===== src/rtl/vadd_kernel_sequencer_if.sv =====
// rtl/vadd_kernel_sequencer_if.sv - host handshake, run arguments, master control and status bundle
interface vadd_kernel_sequencer_if #(
  parameter int C_M_AXI_ADDR_WIDTH = 64,
  parameter int C_XFER_SIZE_WIDTH  = 32,
  parameter int C_TIMEOUT_WIDTH    = 32
);
  logic                          ap_start;
  logic                          ap_idle;
  logic                          ap_ready;
  logic                          ap_done;
  logic [C_M_AXI_ADDR_WIDTH-1:0] ctrl_addr_offset_rd;
  logic [C_M_AXI_ADDR_WIDTH-1:0] ctrl_addr_offset_wr;
  logic [C_XFER_SIZE_WIDTH-1:0]  ctrl_xfer_size_in_bytes;
  logic [C_TIMEOUT_WIDTH-1:0]    ctrl_timeout_cycles;
  logic                          rd_start;
  logic                          wr_start;
  logic [C_M_AXI_ADDR_WIDTH-1:0] rd_addr_offset;
  logic [C_M_AXI_ADDR_WIDTH-1:0] wr_addr_offset;
  logic [C_XFER_SIZE_WIDTH-1:0]  xfer_size_in_bytes;
  logic                          read_done;
  logic                          write_done;
  logic                          mon_tvalid;
  logic                          mon_tready;
  logic [C_XFER_SIZE_WIDTH-1:0]  beat_count;
  logic                          err_beat_mismatch;
  logic                          err_timeout;

  modport slave (
    input  ap_start, ctrl_addr_offset_rd, ctrl_addr_offset_wr, ctrl_xfer_size_in_bytes,
           ctrl_timeout_cycles, read_done, write_done, mon_tvalid, mon_tready,
    output ap_idle, ap_ready, ap_done, rd_start, wr_start, rd_addr_offset, wr_addr_offset,
           xfer_size_in_bytes, beat_count, err_beat_mismatch, err_timeout
  );

  modport master (
    output ap_start, ctrl_addr_offset_rd, ctrl_addr_offset_wr, ctrl_xfer_size_in_bytes,
           ctrl_timeout_cycles, read_done, write_done, mon_tvalid, mon_tready,
    input  ap_idle, ap_ready, ap_done, rd_start, wr_start, rd_addr_offset, wr_addr_offset,
           xfer_size_in_bytes, beat_count, err_beat_mismatch, err_timeout
  );
endinterface


===== src/rtl/vadd_kernel_sequencer.sv =====
// rtl/vadd_kernel_sequencer.sv - vadd run controller: ap_* handshake, master start, done join, beat check, watchdog
module vadd_kernel_sequencer #(
  parameter int C_M_AXI_ADDR_WIDTH = 64,
  parameter int C_M_AXI_DATA_WIDTH = 512,
  parameter int C_XFER_SIZE_WIDTH  = 32,
  parameter int C_TIMEOUT_WIDTH    = 32
) (
  input  logic                  aclk,
  input  logic                  areset,
  vadd_kernel_sequencer_if.slave bus
);
  localparam int AW         = C_M_AXI_ADDR_WIDTH;
  localparam int XW         = C_XFER_SIZE_WIDTH;
  localparam int TW         = C_TIMEOUT_WIDTH;
  localparam int BEAT_SHIFT = $clog2(C_M_AXI_DATA_WIDTH / 8);
  localparam logic [XW-1:0] BEAT_ONE = 1;
  localparam logic [TW-1:0] WD_ONE   = 1;

  typedef enum logic [1:0] {S_IDLE, S_START, S_RUN, S_DONE} state_e;

  state_e        state_q, state_d;
  logic [AW-1:0] rd_addr_q, rd_addr_d, wr_addr_q, wr_addr_d;
  logic [XW-1:0] size_q, size_d, beat_q, beat_d, exp_beats;
  logic [TW-1:0] limit_q, limit_d, wd_q, wd_d;
  logic          rd_seen_q, rd_seen_d, wr_seen_q, wr_seen_d;
  logic          err_beat_q, err_beat_d, err_to_q, err_to_d;
  logic          ready_q, ready_d, start_q, start_d;
  logic          beat_fire, pair_now, wd_hit;

  // Shift plus remainder-OR gives the ceiling without widening past XW.
  assign exp_beats = (size_q >> BEAT_SHIFT) + XW'(|size_q[BEAT_SHIFT-1:0]);
  assign beat_fire = bus.mon_tvalid & bus.mon_tready;
  assign pair_now  = (rd_seen_q | bus.read_done) & (wr_seen_q | bus.write_done);
  assign wd_hit    = (limit_q != '0) && ((wd_q + WD_ONE) == limit_q);

  always_comb begin
    state_d    = state_q;
    rd_addr_d  = rd_addr_q;
    wr_addr_d  = wr_addr_q;
    size_d     = size_q;
    limit_d    = limit_q;
    beat_d     = beat_q;
    wd_d       = wd_q;
    rd_seen_d  = rd_seen_q;
    wr_seen_d  = wr_seen_q;
    err_beat_d = err_beat_q;
    err_to_d   = err_to_q;
    ready_d    = 1'b0;
    start_d    = 1'b0;

    if ((state_q == S_START || state_q == S_RUN) && beat_fire && !(&beat_q)) begin
      beat_d = beat_q + BEAT_ONE;
    end

    unique case (state_q)
      S_IDLE: begin
        if (bus.ap_start) begin
          rd_addr_d  = bus.ctrl_addr_offset_rd;
          wr_addr_d  = bus.ctrl_addr_offset_wr;
          size_d     = bus.ctrl_xfer_size_in_bytes;
          limit_d    = bus.ctrl_timeout_cycles;
          beat_d     = '0;
          wd_d       = '0;
          rd_seen_d  = 1'b0;
          wr_seen_d  = 1'b0;
          err_beat_d = 1'b0;
          err_to_d   = 1'b0;
          ready_d    = 1'b1;
          state_d    = S_START;
        end
      end
      S_START: begin
        start_d = 1'b1;
        state_d = S_RUN;
      end
      S_RUN: begin
        if (bus.read_done)  rd_seen_d = 1'b1;
        if (bus.write_done) wr_seen_d = 1'b1;
        if (!(&wd_q)) wd_d = wd_q + WD_ONE;
        // A done pair landing on the watchdog limit cycle still wins.
        if (rd_seen_q && wr_seen_q) begin
          state_d = S_DONE;
        end else if (wd_hit && !pair_now) begin
          err_to_d = 1'b1;
          state_d  = S_DONE;
        end
      end
      S_DONE: begin
        err_beat_d = (beat_q != exp_beats);
        state_d    = S_IDLE;
      end
      default: state_d = S_IDLE;
    endcase
  end

  always_ff @(posedge aclk or posedge areset) begin
    if (areset) begin
      state_q    <= S_IDLE;
      rd_addr_q  <= '0;
      wr_addr_q  <= '0;
      size_q     <= '0;
      limit_q    <= '0;
      beat_q     <= '0;
      wd_q       <= '0;
      rd_seen_q  <= 1'b0;
      wr_seen_q  <= 1'b0;
      err_beat_q <= 1'b0;
      err_to_q   <= 1'b0;
      ready_q    <= 1'b0;
      start_q    <= 1'b0;
    end else begin
      state_q    <= state_d;
      rd_addr_q  <= rd_addr_d;
      wr_addr_q  <= wr_addr_d;
      size_q     <= size_d;
      limit_q    <= limit_d;
      beat_q     <= beat_d;
      wd_q       <= wd_d;
      rd_seen_q  <= rd_seen_d;
      wr_seen_q  <= wr_seen_d;
      err_beat_q <= err_beat_d;
      err_to_q   <= err_to_d;
      ready_q    <= ready_d;
      start_q    <= start_d;
    end
  end

  assign bus.ap_idle            = (state_q == S_IDLE);
  assign bus.ap_ready           = ready_q;
  assign bus.ap_done            = (state_q == S_DONE);
  assign bus.rd_start           = start_q;
  assign bus.wr_start           = start_q;
  assign bus.rd_addr_offset     = rd_addr_q;
  assign bus.wr_addr_offset     = wr_addr_q;
  assign bus.xfer_size_in_bytes = size_q;
  assign bus.beat_count         = beat_q;
  assign bus.err_beat_mismatch  = err_beat_q;
  assign bus.err_timeout        = err_to_q;
endmodule


===== src/flat_wrapper.sv =====
// flat-port wrapper written by rule: the top's interface ports become plain ports
module vadd_kernel_sequencer_flat 
#(
  parameter int C_M_AXI_ADDR_WIDTH = 64,
  parameter int C_M_AXI_DATA_WIDTH = 512,
  parameter int C_XFER_SIZE_WIDTH  = 32,
  parameter int C_TIMEOUT_WIDTH    = 32
)
  (aclk, areset, bus_ap_start, bus_ctrl_addr_offset_rd, bus_ctrl_addr_offset_wr, bus_ctrl_xfer_size_in_bytes, bus_ctrl_timeout_cycles, bus_read_done, bus_write_done, bus_mon_tvalid, bus_mon_tready, bus_ap_idle, bus_ap_ready, bus_ap_done, bus_rd_start, bus_wr_start, bus_rd_addr_offset, bus_wr_addr_offset, bus_xfer_size_in_bytes, bus_beat_count, bus_err_beat_mismatch, bus_err_timeout);
  vadd_kernel_sequencer_if #(.C_M_AXI_ADDR_WIDTH(C_M_AXI_ADDR_WIDTH), .C_XFER_SIZE_WIDTH(C_XFER_SIZE_WIDTH), .C_TIMEOUT_WIDTH(C_TIMEOUT_WIDTH)) bus_i ();
  input  logic aclk;
  input  logic areset;
  input wire logic [$bits(bus_i.ap_start)-1:0] bus_ap_start;
  input wire logic [$bits(bus_i.ctrl_addr_offset_rd)-1:0] bus_ctrl_addr_offset_rd;
  input wire logic [$bits(bus_i.ctrl_addr_offset_wr)-1:0] bus_ctrl_addr_offset_wr;
  input wire logic [$bits(bus_i.ctrl_xfer_size_in_bytes)-1:0] bus_ctrl_xfer_size_in_bytes;
  input wire logic [$bits(bus_i.ctrl_timeout_cycles)-1:0] bus_ctrl_timeout_cycles;
  input wire logic [$bits(bus_i.read_done)-1:0] bus_read_done;
  input wire logic [$bits(bus_i.write_done)-1:0] bus_write_done;
  input wire logic [$bits(bus_i.mon_tvalid)-1:0] bus_mon_tvalid;
  input wire logic [$bits(bus_i.mon_tready)-1:0] bus_mon_tready;
  output wire logic [$bits(bus_i.ap_idle)-1:0] bus_ap_idle;
  output wire logic [$bits(bus_i.ap_ready)-1:0] bus_ap_ready;
  output wire logic [$bits(bus_i.ap_done)-1:0] bus_ap_done;
  output wire logic [$bits(bus_i.rd_start)-1:0] bus_rd_start;
  output wire logic [$bits(bus_i.wr_start)-1:0] bus_wr_start;
  output wire logic [$bits(bus_i.rd_addr_offset)-1:0] bus_rd_addr_offset;
  output wire logic [$bits(bus_i.wr_addr_offset)-1:0] bus_wr_addr_offset;
  output wire logic [$bits(bus_i.xfer_size_in_bytes)-1:0] bus_xfer_size_in_bytes;
  output wire logic [$bits(bus_i.beat_count)-1:0] bus_beat_count;
  output wire logic [$bits(bus_i.err_beat_mismatch)-1:0] bus_err_beat_mismatch;
  output wire logic [$bits(bus_i.err_timeout)-1:0] bus_err_timeout;
  assign bus_i.ap_start = bus_ap_start;
  assign bus_i.ctrl_addr_offset_rd = bus_ctrl_addr_offset_rd;
  assign bus_i.ctrl_addr_offset_wr = bus_ctrl_addr_offset_wr;
  assign bus_i.ctrl_xfer_size_in_bytes = bus_ctrl_xfer_size_in_bytes;
  assign bus_i.ctrl_timeout_cycles = bus_ctrl_timeout_cycles;
  assign bus_i.read_done = bus_read_done;
  assign bus_i.write_done = bus_write_done;
  assign bus_i.mon_tvalid = bus_mon_tvalid;
  assign bus_i.mon_tready = bus_mon_tready;
  assign bus_ap_idle = bus_i.ap_idle;
  assign bus_ap_ready = bus_i.ap_ready;
  assign bus_ap_done = bus_i.ap_done;
  assign bus_rd_start = bus_i.rd_start;
  assign bus_wr_start = bus_i.wr_start;
  assign bus_rd_addr_offset = bus_i.rd_addr_offset;
  assign bus_wr_addr_offset = bus_i.wr_addr_offset;
  assign bus_xfer_size_in_bytes = bus_i.xfer_size_in_bytes;
  assign bus_beat_count = bus_i.beat_count;
  assign bus_err_beat_mismatch = bus_i.err_beat_mismatch;
  assign bus_err_timeout = bus_i.err_timeout;
  vadd_kernel_sequencer #(.C_M_AXI_ADDR_WIDTH(C_M_AXI_ADDR_WIDTH), .C_M_AXI_DATA_WIDTH(C_M_AXI_DATA_WIDTH), .C_XFER_SIZE_WIDTH(C_XFER_SIZE_WIDTH), .C_TIMEOUT_WIDTH(C_TIMEOUT_WIDTH)) u_core (.aclk(aclk), .areset(areset), .bus(bus_i));
endmodule

===== config.mk =====
export PLATFORM = sky130hd
export DESIGN_NAME = vadd_kernel_sequencer_flat
export DESIGN_NICKNAME = d
export VERILOG_FILES = /design/src/rtl/vadd_kernel_sequencer_if.sv /design/src/rtl/vadd_kernel_sequencer.sv /design/src/flat_wrapper.sv
export SDC_FILE = /design/constraint.sdc
export NUM_CORES = 1
export LEC_CHECK = 0
export BUFFER_PORTS_ARGS = -buffer_cell sky130_fd_sc_hd__clkbuf_2
export CAP_MARGIN = 20
export CORE_MARGIN = 8
export CORE_UTILIZATION = 35
export CTS_CLUSTER_DIAMETER = 80
export DETAILED_ROUTE_END_ITERATION = 8
export GPL_TIMING_DRIVEN = 0
export PLACE_DENSITY = 0.68
export SYNTH_ARGS = -nofsm -noshare
export SYNTH_HDL_FRONTEND = slang
export SYNTH_SLANG_ARGS = --single-unit

===== constraint.sdc =====
create_clock -name aclk -period 12.3 [get_ports aclk]
set_input_delay 3.69 -clock aclk [delete_from_list [all_inputs] [get_ports aclk]]
set_output_delay 3.69 -clock aclk [all_outputs]
set_load 0.01 [all_outputs]

==> summary.md <==
* required time worst endpoint: 12,730 ps
* ordered list of cells on the worst path: clkbuf_2 > nand3_1 > a21oi_1 > nand4_1 > clkbuf_1 > nor4_1 > xnor2_1 > nor2_1
* DRT Wirelength: 45,500 µm
* clock latency reported for the late side of the worst-skew pair: 560 ps
* Layout Area Growth over Synthesis: 29.2%
* post-synthesis compound-gate area fraction: 7.11%
* number of clock buffers inserted by TritonCTS: 31
* Final Slew Violations: 0
* Overall Global Routing Usage: 20.3%
* maximum fanout along the worst path: 10
* VDD IR-drop max: 0.000176 V
* minimum clock period after layout: 5560 ps
* total of endpoints with negative setup slack in the final report: 0
* mean routed wirelength per cell: 18.7 µm
* data arrival time at the worst-slack endpoint: 5990 ps
* relative slew slack: 30.1%
* number of antenna violations at the first check in global routing: 6
* core outline area: 36,400 µm²
* Post-Synth Adder-Cell Area: 0.779%
* fraction of the yosys area taken by sequential cells: 51.4%
* syn nets: 1,723
* starting density of the core: 35.3%
* std cell rows: 70
* TritonCTS Sinks: 264
* Worst path top cell family by delay: simple AND/OR/NAND/NOR gates
* vertical die dimension: 208 µm
* HPWL after DPL: 35,000 µm
* RSZ-0062 raised after global routing: false
* switching share of power: 40.1%
* number of max-cap violations: 0
* number of nets in the finished design: 2,155
* top-level port count: 398
* total via count after detailed routing: 12.3k
* critical path's slowest cell: sky130_fd_sc_hd__a21oi_1
* commonest register cell after synthesis: sky130_fd_sc_hd__dfrtp_1
* timing startpoint of the critical path: bus_mon_tvalid
* Netlist Area Pre-Place: 12,900 µm²
* Clock transition at path regs: 60 ps
* placed inst area: 15,500 µm²
* origin of the worst min-delay path: u_core.bus.wr_addr_offset[63]
* buffers from clock root to sink, at most: 3
* synthesized-area fraction occupied by xor and xnor cells: 7.33%
* maximum number of pins on one net before global-route repair: 125
* vias in the first global route: 12.4k
* share of final-layout standard cells stronger than drive strength 1: 24.4%
* DRC: 0
* count of nets left with antenna violations after detail routing: 0
* area enclosed by the die boundary: 43,100 µm²
* Post-Layout Inst Area: 16,600 µm²
* Port Buffer Count: 397
* number of detailed-route iterations in the first pass: 5
* multiplexer share of the synthesized area: 0.467%
* synth warn: 0
* type of origin of the critical path: input port
* number of gates resized after cts: 0
* Synth async-reset ratio: 100%
* final clock skew: 24.2 ps
* buffers inserted by post-CTS timing repair: 0
* cell count after synthesis: 1,516
* register bit total from synthesis: 264
* Psw: 0.00157 W
* LEAKAGE: 8.55 nW
* first-pass GRT wire length: 70,900 µm
* Critical Path End Type: flop
* distinct cell type count of the synthesized netlist: 70
* sum of buffers and inverters on the critical path: 2
* grt total ovfl: 0
* maximum frequency from static timing analysis: 180 MHz
* Post-Route Setup TNS: 0 ps
* P per Cell Area: 235 nW/µm²
* sequential power share: 37.6%
* crit path kind: input port to flop
* fraction of power consumed by the clock network: 25.7%
* RR Startpoint: u_core.wd_q[0]
* hold-fix buffer count after cts: 0
* H-tree levels: 1
* Worst path max stage delay: 770 ps
* TritonCTS clock tree: built
* Power Internal: 0.00234 W
* Worst-Margin Slew: 1040 ps
* final RePlAce weighted congestion: 0.928
* Mapped Avg Cell Area: 8.48 µm²
* result of the run: finished clean
* CTS root buf: sky130_fd_sc_hd__clkbuf_16
* Post-synth EDFFs: 0
* class of the worst hold path: flop to flop
* Comb power frac: 36.7%
* Chip Width: 208 µm
* number of DRC violations after detailed-routing iteration 0: 817
* combinational family with the most area after synthesis: simple AND/OR/NAND/NOR gates
* area fraction in and, or, nand and nor cells after synthesis: 29.9%
* Hold Vio Cnt, Final: 0
* Vias per Instance: 5.06
* Final period util: 45.2%
## layout by cell type (no fill, tap or decap), types with 9 or more instances in the layout
cell,n
sky130_fd_sc_hd__a21oi_1,27
sky130_fd_sc_hd__a31oi_1,9
sky130_fd_sc_hd__and3_1,13
sky130_fd_sc_hd__buf_2,9
sky130_fd_sc_hd__clkbuf_1,67
sky130_fd_sc_hd__clkbuf_16,31
sky130_fd_sc_hd__clkbuf_2,399
sky130_fd_sc_hd__dfrtp_1,264
sky130_fd_sc_hd__inv_1,14
sky130_fd_sc_hd__nand2_1,622
sky130_fd_sc_hd__nand3_1,43
sky130_fd_sc_hd__nand4_1,24
sky130_fd_sc_hd__nor2_1,73
sky130_fd_sc_hd__nor3_1,19
sky130_fd_sc_hd__nor4_1,28
sky130_fd_sc_hd__o21ai_0,51
sky130_fd_sc_hd__o31ai_1,20
sky130_fd_sc_hd__or3_1,16
sky130_fd_sc_hd__xnor2_1,62
sky130_fd_sc_hd__xor2_1,43
## state kept, by name (all words and copies together) (netlist names)
| signal | count |
|---|---|
| u_core.bus.rd_addr_offset | 64 |
| u_core.bus.wr_addr_offset | 64 |
| u_core.bus.beat_count | 32 |
| u_core.bus.xfer_size_in_bytes | 32 |
| u_core.limit_q | 32 |
| u_core.wd_q | 32 |
| u_core.state_q | 2 |
| u_core.bus.ap_ready | 1 |
| u_core.bus.err_beat_mismatch | 1 |
| u_core.bus.err_timeout | 1 |
| u_core.bus.rd_start | 1 |
| u_core.rd_seen_q | 1 |
| u_core.wr_seen_q | 1 |
## metal layers
| layer | part of all wire (%) | up-vias | GRT usage (%) |
|---|---|---|---|
| met1 | 40 | 5870 | 24.4 |
| met5 | 0.077 | - | 0 |
| li1 | - | 5888 | - |
| met4 | 3.0 | 6 | 6.39 |
| met3 | 9.7 | 87 | 7.22 |
| met2 | 47 | 481 | 33.9 |
## logic make-up after synthesis
group / Yosys count
buffers and inverters: 98
adders and majority gates: 8
AOI/OAI and AO/OA: 145
DFF: 264
xor gates and xnor gates: 106
and+or+nand+nor: 889
muxes: 6
## tightest hold or removal path, cell delays in order (launching register included)
cell and delay (ps):
sky130_fd_sc_hd__dfrtp_1 340, sky130_fd_sc_hd__nand2_1 50, sky130_fd_sc_hd__nand2_1 50
## layout make-up
class,count,area [µm²]
Buffer,81,325
Sequential cell,264,6610
Multi-Input combinational cell,1154,5860
Clock buffer,37,838
Tap cell,468,586
Clock inverter,17,280
Inverter,17,71.3
Timing Repair Buffer,399,2040
Fill cell,3588,19800
Antenna cell,2,5.00
## Yosys cell counts, drive strengths merged, types with 6 or more instances
| cell | instances | area, µm² |
|---|---|---|
| nand2 | 623 | 2340 |
| dfrtp | 264 | 6610 |
| nor2 | 73 | 274 |
| clkbuf | 67 | 254 |
| xnor2 | 62 | 543 |
| o21ai | 51 | 255 |
| nand3 | 44 | 225 |
| xor2 | 43 | 377 |
| nor4 | 30 | 209 |
| a21oi | 27 | 135 |
| nand4 | 26 | 184 |
| o31ai | 20 | 150 |
| nor3 | 19 | 95.1 |
| inv | 16 | 60.1 |
| or3 | 16 | 100 |
| buf | 14 | 71.3 |
| and3 | 13 | 81.3 |
| and2 | 10 | 63.8 |
| a31oi | 9 | 56.3 |
| ha | 8 | 100 |
| o41ai | 8 | 70.1 |
| or4 | 7 | 56.3 |
| and4 | 6 | 53.8 |
| mux2i | 6 | 60.1 |
| nand2b | 6 | 37.5 |
| nand3b | 6 | 45.0 |
## through the flow
| step | util, % | std cells | power [W] | worst slack, ps | hold WS [ps] |
|---|---|---|---|---|---|
| 4_1_cts | 45.6 | 2437 | 0.00395 | 6850 | 476 |
| 6_report | 45.6 | 2439 | 0.00391 | 6740 | 471 |
| 2_1_floorplan | - | 1516 | 0.00224 | 1340 | 471 |
| 3_3_place_gp | 42.3 | 2381 | 0.00288 | -1840 | 458 |
| 3_5_place_dp | 42.5 | 2383 | 0.00292 | 6250 | 461 |
| 5_1_grt | 45.6 | 2437 | 0.00416 | 6580 | 486 |
## path summary, 6_finish.rpt
check,slack (ps),cells past startpoint,to
setup / recovery,6740,8,u_core.bus.beat_count[27]
hold / removal,470,2,u_core.bus.wr_addr_offset[63]
setup reg to reg,8520,10,u_core.state_q[1]
hold reg to reg,470,2,u_core.bus.wr_addr_offset[63]
max in group asynchronous,8310,3,u_core.limit_q[14]
min in group asynchronous,3080,2,u_core.bus.wr_addr_offset[56]
## power by group through the flow
| stage | Clock [W] | Combinational [W] | Sequential [W] |
|---|---|---|---|
| 4_1_cts | 0.00103 | 0.00145 | 0.00147 |
| 3_3_place_gp | 0 | 0.00142 | 0.00146 |
| 5_1_grt | 0.00106 | 0.00159 | 0.00151 |
| 2_1_floorplan | 0 | 0.000715 | 0.00153 |
| 6_report | 0.00101 | 0.00143 | 0.00147 |
| 3_5_place_dp | 0 | 0.00145 | 0.00147 |
Power figures use the tool's default switching activity.
